## config.mk

```make
export PLATFORM = sky130hd
export DESIGN_NAME = inst_encoder
export DESIGN_NICKNAME = d
export VERILOG_FILES = /design/src/rtl/inst_encoder.sv
export SDC_FILE = /design/constraint.sdc
export NUM_CORES = 1
export LEC_CHECK = 0
export CAP_MARGIN = 20
export CORE_ASPECT_RATIO = 1.25
export CORE_MARGIN = 5
export CORE_UTILIZATION = 45
export CTS_CLUSTER_DIAMETER = 100
export DETAILED_ROUTE_END_ITERATION = 6
export MAX_ROUTING_LAYER = met4
export PLACE_DENSITY = 0.7
export SLEW_MARGIN = 20
export SYNTH_ARGS = -nofsm -noshare
export SYNTH_HDL_FRONTEND = slang
export SYNTH_SLANG_ARGS = --single-unit
```

## constraint.sdc

```tcl
create_clock -name clk -period 7 [get_ports clk]
set_clock_uncertainty 0.1 [all_clocks]
set_input_delay 1.4 -clock clk [delete_from_list [all_inputs] [get_ports clk]]
set_output_delay 1.4 -clock clk [all_outputs]
set_load 0.05 [all_outputs]
```

## src/rtl/inst_encoder.sv

```systemverilog
// Packs instruction field bundles into 32-bit ARM-format words and streams them
// through a small FIFO into instruction memory at consecutive word addresses.
module inst_encoder #(
  parameter int ADDR_W     = 16,
  parameter int FIFO_DEPTH = 4
) (
  input  logic              clk,
  input  logic              reset,
  input  logic              start,
  input  logic [ADDR_W-1:0] base_addr,
  input  logic              finish,
  input  logic              in_valid,
  output logic              in_ready,
  input  logic [1:0]        in_type,
  input  logic [3:0]        in_cond,
  input  logic [3:0]        in_op,
  input  logic              in_s,
  input  logic [3:0]        in_rn,
  input  logic [3:0]        in_rd,
  input  logic [3:0]        in_rm,
  input  logic [23:0]       in_imm,
  output logic              mem_req,
  output logic [ADDR_W-1:0] mem_addr,
  output logic [31:0]       mem_wdata,
  input  logic              mem_ack,
  output logic              busy,
  output logic              done,
  output logic              err_illegal,
  output logic [ADDR_W-1:0] word_count
);

  localparam int PTR_W = $clog2(FIFO_DEPTH);

  typedef enum logic [1:0] {
    IDLE  = 2'd0,
    RUN   = 2'd1,
    DRAIN = 2'd2,
    DONE  = 2'd3
  } state_t;

  state_t            state_r;
  state_t            state_nxt_s;
  logic [31:0]       fifo_r [FIFO_DEPTH];
  logic [PTR_W:0]    wr_ptr_r;
  logic [PTR_W:0]    rd_ptr_r;
  logic [ADDR_W-1:0] addr_r;
  logic [ADDR_W-1:0] count_r;
  logic              err_r;
  logic              fifo_empty_s;
  logic              fifo_full_s;
  logic              accept_s;
  logic              push_s;
  logic              pop_s;
  logic [31:0]       enc_word_s;

  // Type 3 never reaches the FIFO, so its encoding is a don't-care zero.
  function automatic logic [31:0] encode_word(
    input logic [1:0]  typ,
    input logic [3:0]  cond,
    input logic [3:0]  op,
    input logic        s,
    input logic [3:0]  rn,
    input logic [3:0]  rd,
    input logic [3:0]  rm,
    input logic [23:0] imm
  );
    logic [31:0] w;
    case (typ)
      2'd0:    w = {cond, 2'b00, 1'b0, op, s, rn, rd, 8'h00, rm};
      2'd1:    w = {cond, 2'b01, 1'b0, 1'b1, 1'b1, 1'b0, 1'b0, 1'b1, rn, rd, imm[11:0]};
      2'd2:    w = {cond, 3'b101, 1'b0, imm};
      default: w = 32'h0000_0000;
    endcase
    return w;
  endfunction

  // The extra pointer bit separates full (MSBs differ) from empty (all equal).
  assign fifo_empty_s = (wr_ptr_r == rd_ptr_r);
  assign fifo_full_s  = (wr_ptr_r[PTR_W] != rd_ptr_r[PTR_W]) &&
                        (wr_ptr_r[PTR_W-1:0] == rd_ptr_r[PTR_W-1:0]);

  assign in_ready    = (state_r == RUN) && !fifo_full_s;
  assign mem_req     = ((state_r == RUN) || (state_r == DRAIN)) && !fifo_empty_s;
  assign mem_addr    = addr_r;
  assign mem_wdata   = fifo_r[rd_ptr_r[PTR_W-1:0]];
  assign busy        = (state_r != IDLE);
  assign done        = (state_r == DONE);
  assign err_illegal = err_r;
  assign word_count  = count_r;

  assign accept_s   = in_valid && in_ready;
  assign push_s     = accept_s && (in_type != 2'd3);
  assign pop_s      = mem_req && mem_ack;
  assign enc_word_s = encode_word(in_type, in_cond, in_op, in_s, in_rn, in_rd, in_rm, in_imm);

  // Session sequencing: IDLE -> RUN -> DRAIN -> DONE -> IDLE.
  always_comb begin
    state_nxt_s = state_r;
    case (state_r)
      IDLE: begin
        if (start) state_nxt_s = RUN;
        else       state_nxt_s = IDLE;
      end
      RUN: begin
        if (finish) state_nxt_s = DRAIN;
        else        state_nxt_s = RUN;
      end
      DRAIN: begin
        if (fifo_empty_s) state_nxt_s = DONE;
        else              state_nxt_s = DRAIN;
      end
      DONE:    state_nxt_s = IDLE;
      default: state_nxt_s = IDLE;
    endcase
  end

  // State register.
  always_ff @(posedge clk or posedge reset) begin
    if (reset) state_r <= IDLE;
    else       state_r <= state_nxt_s;
  end

  // Encoded-word FIFO storage and pointers.
  always_ff @(posedge clk or posedge reset) begin
    if (reset) begin
      wr_ptr_r <= '0;
      rd_ptr_r <= '0;
      for (int i = 0; i < FIFO_DEPTH; i++) fifo_r[i] <= 32'h0000_0000;
    end else begin
      if (push_s) begin
        fifo_r[wr_ptr_r[PTR_W-1:0]] <= enc_word_s;
        wr_ptr_r <= wr_ptr_r + {{PTR_W{1'b0}}, 1'b1};
      end
      if (pop_s) rd_ptr_r <= rd_ptr_r + {{PTR_W{1'b0}}, 1'b1};
    end
  end

  // Write address, acked-word count and sticky illegal flag for the session.
  always_ff @(posedge clk or posedge reset) begin
    if (reset) begin
      addr_r  <= '0;
      count_r <= '0;
      err_r   <= 1'b0;
    end else if ((state_r == IDLE) && start) begin
      addr_r  <= base_addr;
      count_r <= '0;
      err_r   <= 1'b0;
    end else begin
      if (pop_s) begin
        addr_r  <= addr_r + ADDR_W'(3'd4);
        count_r <= count_r + ADDR_W'(1'b1);
      end
      if (accept_s && (in_type == 2'd3)) err_r <= 1'b1;
    end
  end

endmodule
```

==> results of run 1 <==
[metrics by stage]
step	power, mW	utilization [%]	instances
floorplan	3.28	-	736
global placement	3.97	54.5	1057
detailed placement	4.02	54.5	1058
CTS	4.97	57.9	1088
global route	5.21	57.9	1088
finish	4.92	57.9	1088
[registers in the layout (all words and copies together), names as in the netlist, named ones only]
signal	count
wr_ptr_r	3
err_illegal	1
rd_ptr_r	3
fifo_r	124
state_r	1
mem_addr	16
word_count	16
[layout make-up]
cell class	count	area, um^2	share of cell area, %
Timing Repair Buffer	147	1450	14.4
Clock buffer	20	457	4.54
Tap cell	224	280	2.79
Clock inverter	10	129	1.28
Inverter	8	35.0	0.348
Multi-Input combinational cell	514	3570	35.6
Sequential cell	165	4130	41.1
[synth_stat cells, types with 9 or more instances]
library cell  instances  area (um^2)
nor2_1               24         90.1
nand2_1             124          465
nor2b_1              11         68.8
nand3_1               9         45.0
or4_1                12         90.1
clkbuf_1             30          113
dfrtp_1             165         4130
mux4_2               31          698
ha_1                 12          150
mux2i_1              11          110
o31ai_1              11         82.6
a31oi_1              10         62.6
o21ai_0             152          761
buf_2                 9         45.0
a21oi_1              23          115
mux2_2               12          135
[logic make-up after synthesis]
family / after synthesis
xor gates and xnor gates: 16
muxes: 56
adders and majority gates: 12
and+or+nand+nor: 212
buffers and inverters: 57
DFF: 165
AOI/OAI and AO/OA: 218
[power by group through the flow]
stage,clock [mW],sequential [mW],combinational [mW]
final,0.942,1.67,2.31
after global routing,1.00,1.72,2.48
after CTS,0.962,1.67,2.34
after detailed placement,0,1.69,2.33
after global placement,0,1.67,2.30
after floorplan,0,1.70,1.57
[worst min path at each step]
stage                     from         end  slack (ns)
floorplan           fifo_r[32]  fifo_r[32]        0.34
global placement    fifo_r[15]  fifo_r[15]        0.36
detailed placement  fifo_r[27]  fifo_r[27]        0.37
CTS                 fifo_r[27]  fifo_r[27]        0.38
global route        fifo_r[67]  fifo_r[67]        0.41
finish               fifo_r[9]   fifo_r[9]        0.37
[critical path: stages (launching register included)]
cell	delay [ns]
dfrtp_2	1.03
xor2_2	0.79
nor3_1	0.21
nor2b_1	0.16
clkdlybuf4s50_1	0.82
[metal layers]
metal / wire length [um] / GRT usage [%]
met5: 0 / -
met4: 185 / 4.85
met3: 1140 / 4.30
met2: 9890 / 33.2
met1: 8180 / 25.7
==> metrics.txt, run 1 <==
core region area 17,400 um^2; CTS tree yes; Post-CTS Resized 0; Switching Fraction 43.4%; status finished, final reports clean; Main synth FF type dfrtp_1; placed inst area about 9500 um^2; crit path DAT 3.45 ns; critical path type reg2out; CP Max Fanout 35; DP HPWL roughly 13,000 um; Reg2Reg Launch Point rd_ptr_r[1]; cells on worst reg2reg path 5; FF-to-FF End fifo_r[127]; final worst slack 2.05 ns; worst hold slack 0.372 ns; layout cell share with drive strength beyond 1 11.5%; Clk pwr share 19.1%; Worst Tran Pin Value 1.07 ns; Hold Path Cell Cnt 2; Int Pwr 2.79 mW; synth unique cells 49; Num Clock Sinks 165; R2R Setup Slk 3.29 ns; antenna violations before repair 0; Lkg Pwr roughly 4.2 nW; minimum clock period 4.95 ns; startpoint types register; dpl ws 2.47 ns; Post-route DRC 0; All-Layer GR Usage 20.1%; area share of fa/ha/maj cells after synthesis 1.90%; fmax ~0.2 GHz; Hold Path Class reg2reg; commonest non-fill, non-tap cells in the layout dfrtp_1 (163), o21ai_0 (152), clkdlybuf4s50_1 (137); drt first pass iters 5; Tcrit/Tclk final 70.7%; H-tree lvl count 4; filler cell count 1,452; die area 20,400 um^2; Synth Area in XOR/XNOR 2.29%; Max Cap Viol 0; largest net degree at the start of global routing 86; routed len/inst 17.8 um; Cell Pwr Density 490 nW/um^2; VDD IR max roughly 0.00032 V; die width 129 um; diode count 0; sequential-to-total area share from yosys stat 52.2%; area grow syn2layout 27.1%; final setup vio count 0; GRT overflow 0; final wirelength 19,400 um; TritonCTS Buffers 17; DRT iter0 DRCs 402; max-slew violations 0; worst path required time 5.50 ns; simple-gate share of the synthesized area 12.2%; Rel. slew slack 28.7%; mux cell area share after synthesis 12.2%; most common cell after layout, fill and taps aside dfrtp_1; Initial Util 45.6%; vias per inst around 5.5; Hold Fails Final Rpt 0; Root Driver clkbuf_16; final instance area 10,100 um^2; first-pass GRT wire length 31,300 um; Sequential Power Share about a third; Post-CTS Setup Bufs 0; via count 5,979; Post-Synthesis Cell Area 7910 um^2; Yosys warnings 0; Placer Congestion 0.746; vias in the first global route about 6,000; post-route ant nets 0; unrepaired setup endpoints after global routing no; clk buf depth 2; Synth Instances around 740; Setup crit start rd_ptr_r[1]; clock latency on the worst-skew pair 0.42 ns; Die Span Y 158 um; Syn Nets 817; Clock transition at path regs about 0.060 ns; Comb power frac 47.0%; Async S/R FF share, synth 100%; Setup crit end mem_req; nets 934; Compound-Gate Fraction of Synth Area 16.1%; Net Sw Power 2.13 mW; PortBufs 137; Post-synth EDFFs 0; # hold bufs at CTS 0; CP Capture Type primary output; Final TNS setup 0 ns; Mean Syn Cell Area 10.8 um^2; main combinational cell family by area after synthesis compound AO/OA/AOI/OAI gates; Yosys reg bits 165; Placement Rows 54; I/O pin total 138
(Power assumes the default switching activity.)
==> run 2: changes to the inputs <==
==> constraint.sdc (replaced) <==
create_clock -name clk -period 4.8 [get_ports clk]
set_clock_uncertainty 0.1 [all_clocks]
set_input_delay 0.96 -clock clk [delete_from_list [all_inputs] [get_ports clk]]
set_output_delay 0.96 -clock clk [all_outputs]
set_load 0.05 [all_outputs]
==> run 2 against run 1 <==
Compared with the run above:
- sequential power rose by 39%
- global-route usage rose by 0.42 points
- cell area rose by 0.71%
- non-clock buffer count rose by 5
- critical path depth fell by 1
- clock power rose by 49%
- register-to-register slack got worse by 1.3 ns
- sequential share of layout area fell by 0.29 points
- critical endpoint is now mem_wdata[3]
- worst hold slack improved by 0.0045 ns
- first-iteration DRC count rose by 8.0%
- count of clock-buffer cells in the layout fell by 2
- via count rose by 0.50%
- highest routed layer unchanged
==> metrics.txt, run 2 (synthesis results as in run 1) <==
Num Clock Sinks 165; core region area 17,400 um^2; commonest non-fill, non-tap cells in the layout dfrtp_1 (163), o21ai_0 (152), clkdlybuf4s50_1 (137); fmax 0.261 GHz; nets between 900 and 1,000; PortBufs roughly 140; CP bufs+invs 2; Final TNS setup 0 ns; CP Capture Type primary output; Placement Rows 54; antenna violations before repair 1; via count 6,009; Crit path max-delay family buffers and inverters; CTS tree yes; Hold Path Cell Cnt 2; I/O pin total 138; Biggest register fifo_r; Tcrit/Tclk final 79.7%; crit path DAT 2.77 ns; Post-CTS Setup Bufs 0; Lkg Pwr 4.21 nW; area grow syn2layout 28.0%; # hold bufs at CTS 0; Hold Fails Final Rpt 0; worst hold slack 0.377 ns; Largest register FFs 124; routed len/inst 17.8 um; clk buf depth 2; Worst Tran Pin Value 0.967 ns; R2R Setup Slk 2.03 ns; Net Sw Power 3.15 mW; Power, Total 7.22 mW; final instance area 10,100 um^2; first-pass GRT wire length 31,900 um; worst path required time 3.74 ns; Placer Congestion 0.763; final wirelength 19,500 um; CP peak stage delay ~0.73 ns; All-Layer GR Usage 20.6%; FF-to-FF End fifo_r[124]; Die Span Y 158 um; critical path type reg2out; clock latency on the worst-skew pair 0.42 ns; Hold Path Class reg2reg; Cell Pwr Density 714 nW/um^2; unrepaired setup endpoints after global routing no; H-tree lvl count 4; GRT overflow 0; most common cell after layout, fill and taps aside dfrtp_1; Post-route DRC 0; DRT iter0 DRCs 434; minimum clock period 3.83 ns; Post-CTS Resized 0; Sequential Power Share 32.1%; Root Driver clkbuf_16; Max Cap Viol 0; largest net degree at the start of global routing just over 80; cells along the critical path buf_4 > mux4_2 > clkdlybuf4s50_1; TritonCTS Buffers 17; status finished, final reports clean; Switching Fraction a little over two fifths; VDD IR max 0.000514 V; layout cell share with drive strength beyond 1 12.2%; Reg2Reg Launch Point wr_ptr_r[1]; cells on worst reg2reg path 6; Rel. slew slack 35.5%; max-slew violations 0; CP Max Fanout 34; DP HPWL approximately 13,000 um; startpoint types register; final setup vio count 0; die width 129 um; vias per inst 5.48; post-route ant nets 0; Comb power frac 48.4%; die area 20,400 um^2; Final Util around 58%; Initial Util a little under half; Clock transition at path regs ~0.06 ns; vias in the first global route 6,098; Hold Startpoint fifo_r[45]; Clk pwr share 19.4%; Hold EP fifo_r[45]; placed inst area 9520 um^2; drt first pass iters 4; Int Pwr 4.07 mW; filler cell count ~1,400; Max stage delay cell, worst path clkdlybuf4s50_1
==> run 2: changes by cell type in the layout (fill, tap and decap cells not counted) <==
cell / before / now
inv_8: 0 / 1
diode_2: 0 / 1
inv_6: 2 / 3
clkinv_2: 6 / 2
clkinv_4: 0 / 1
buf_4: 10 / 14
clkbuf_8: 2 / 0
clkinvlp_4: 0 / 5
buf_12: 0 / 1
==> run 2: final cells by class <==
cell class	instances	area [um^2]	share of cell area, %
Antenna cell	1	2.50	0.0247
Inverter	8	33.8	0.334
Timing Repair Buffer	152	1500	14.8
Sequential cell	165	4130	40.8
Multi-Input combinational cell	514	3570	35.3
Tap cell	224	280	2.77
Clock inverter	14	176	1.74
Clock buffer	18	429	4.24
==> run 2: worst register-to-register path, delay by kind of cell, from the launching register on <==
family	cells	cell delay, ns
buffers and inverters	2	0.62
and+or+nand+nor	1	0.55
DFF	1	0.50
xor gates and xnor gates	1	0.49
muxes	1	0.32
AOI/OAI and AO/OA	1	0.09
==> run 2: worst max path at each step <==
stage,startpoint,to,slack (ns),cells past startpoint
final,rd_ptr_r[0],mem_wdata[3],0.97,3
after global routing,rd_ptr_r[0],mem_wdata[25],0.84,3
after CTS,rd_ptr_r[0],mem_wdata[25],0.92,3
after detailed placement,in_type[0],fifo_r[127],1.37,7
after global placement,rd_ptr_r[0],mem_wdata[4],1.40,3
after floorplan,reset,asynchronous set/reset pin,1.64,1
==> run 2: power by group through the flow <==
stage	Combinational (mW)	Sequential, mW	Clock, mW
3_5_place_dp	3.54	2.34	0
6_report	3.50	2.32	1.40
4_1_cts	3.54	2.33	1.43
3_3_place_gp	3.48	2.32	0
5_1_grt	3.77	2.40	1.49
2_1_floorplan	2.29	2.48	0
==> run 2: through the flow <==
stage	setup WS, ns	std cells
5_1_grt	0.842	1096
4_1_cts	0.920	1095
3_3_place_gp	1.40	1063
3_5_place_dp	1.37	1063
6_report	0.973	1096
2_1_floorplan	1.64	736
==> run 2: per-layer routing <==
layer  global-route usage, %  vias to the layer above  wire [um]
met5                       -                        -          0
met4                    6.00                        0        318
met2                    33.3                      157       9500
met3                    4.83                       26       1040
met1                    26.0                     2930       8640
li1                        -                     2896          -
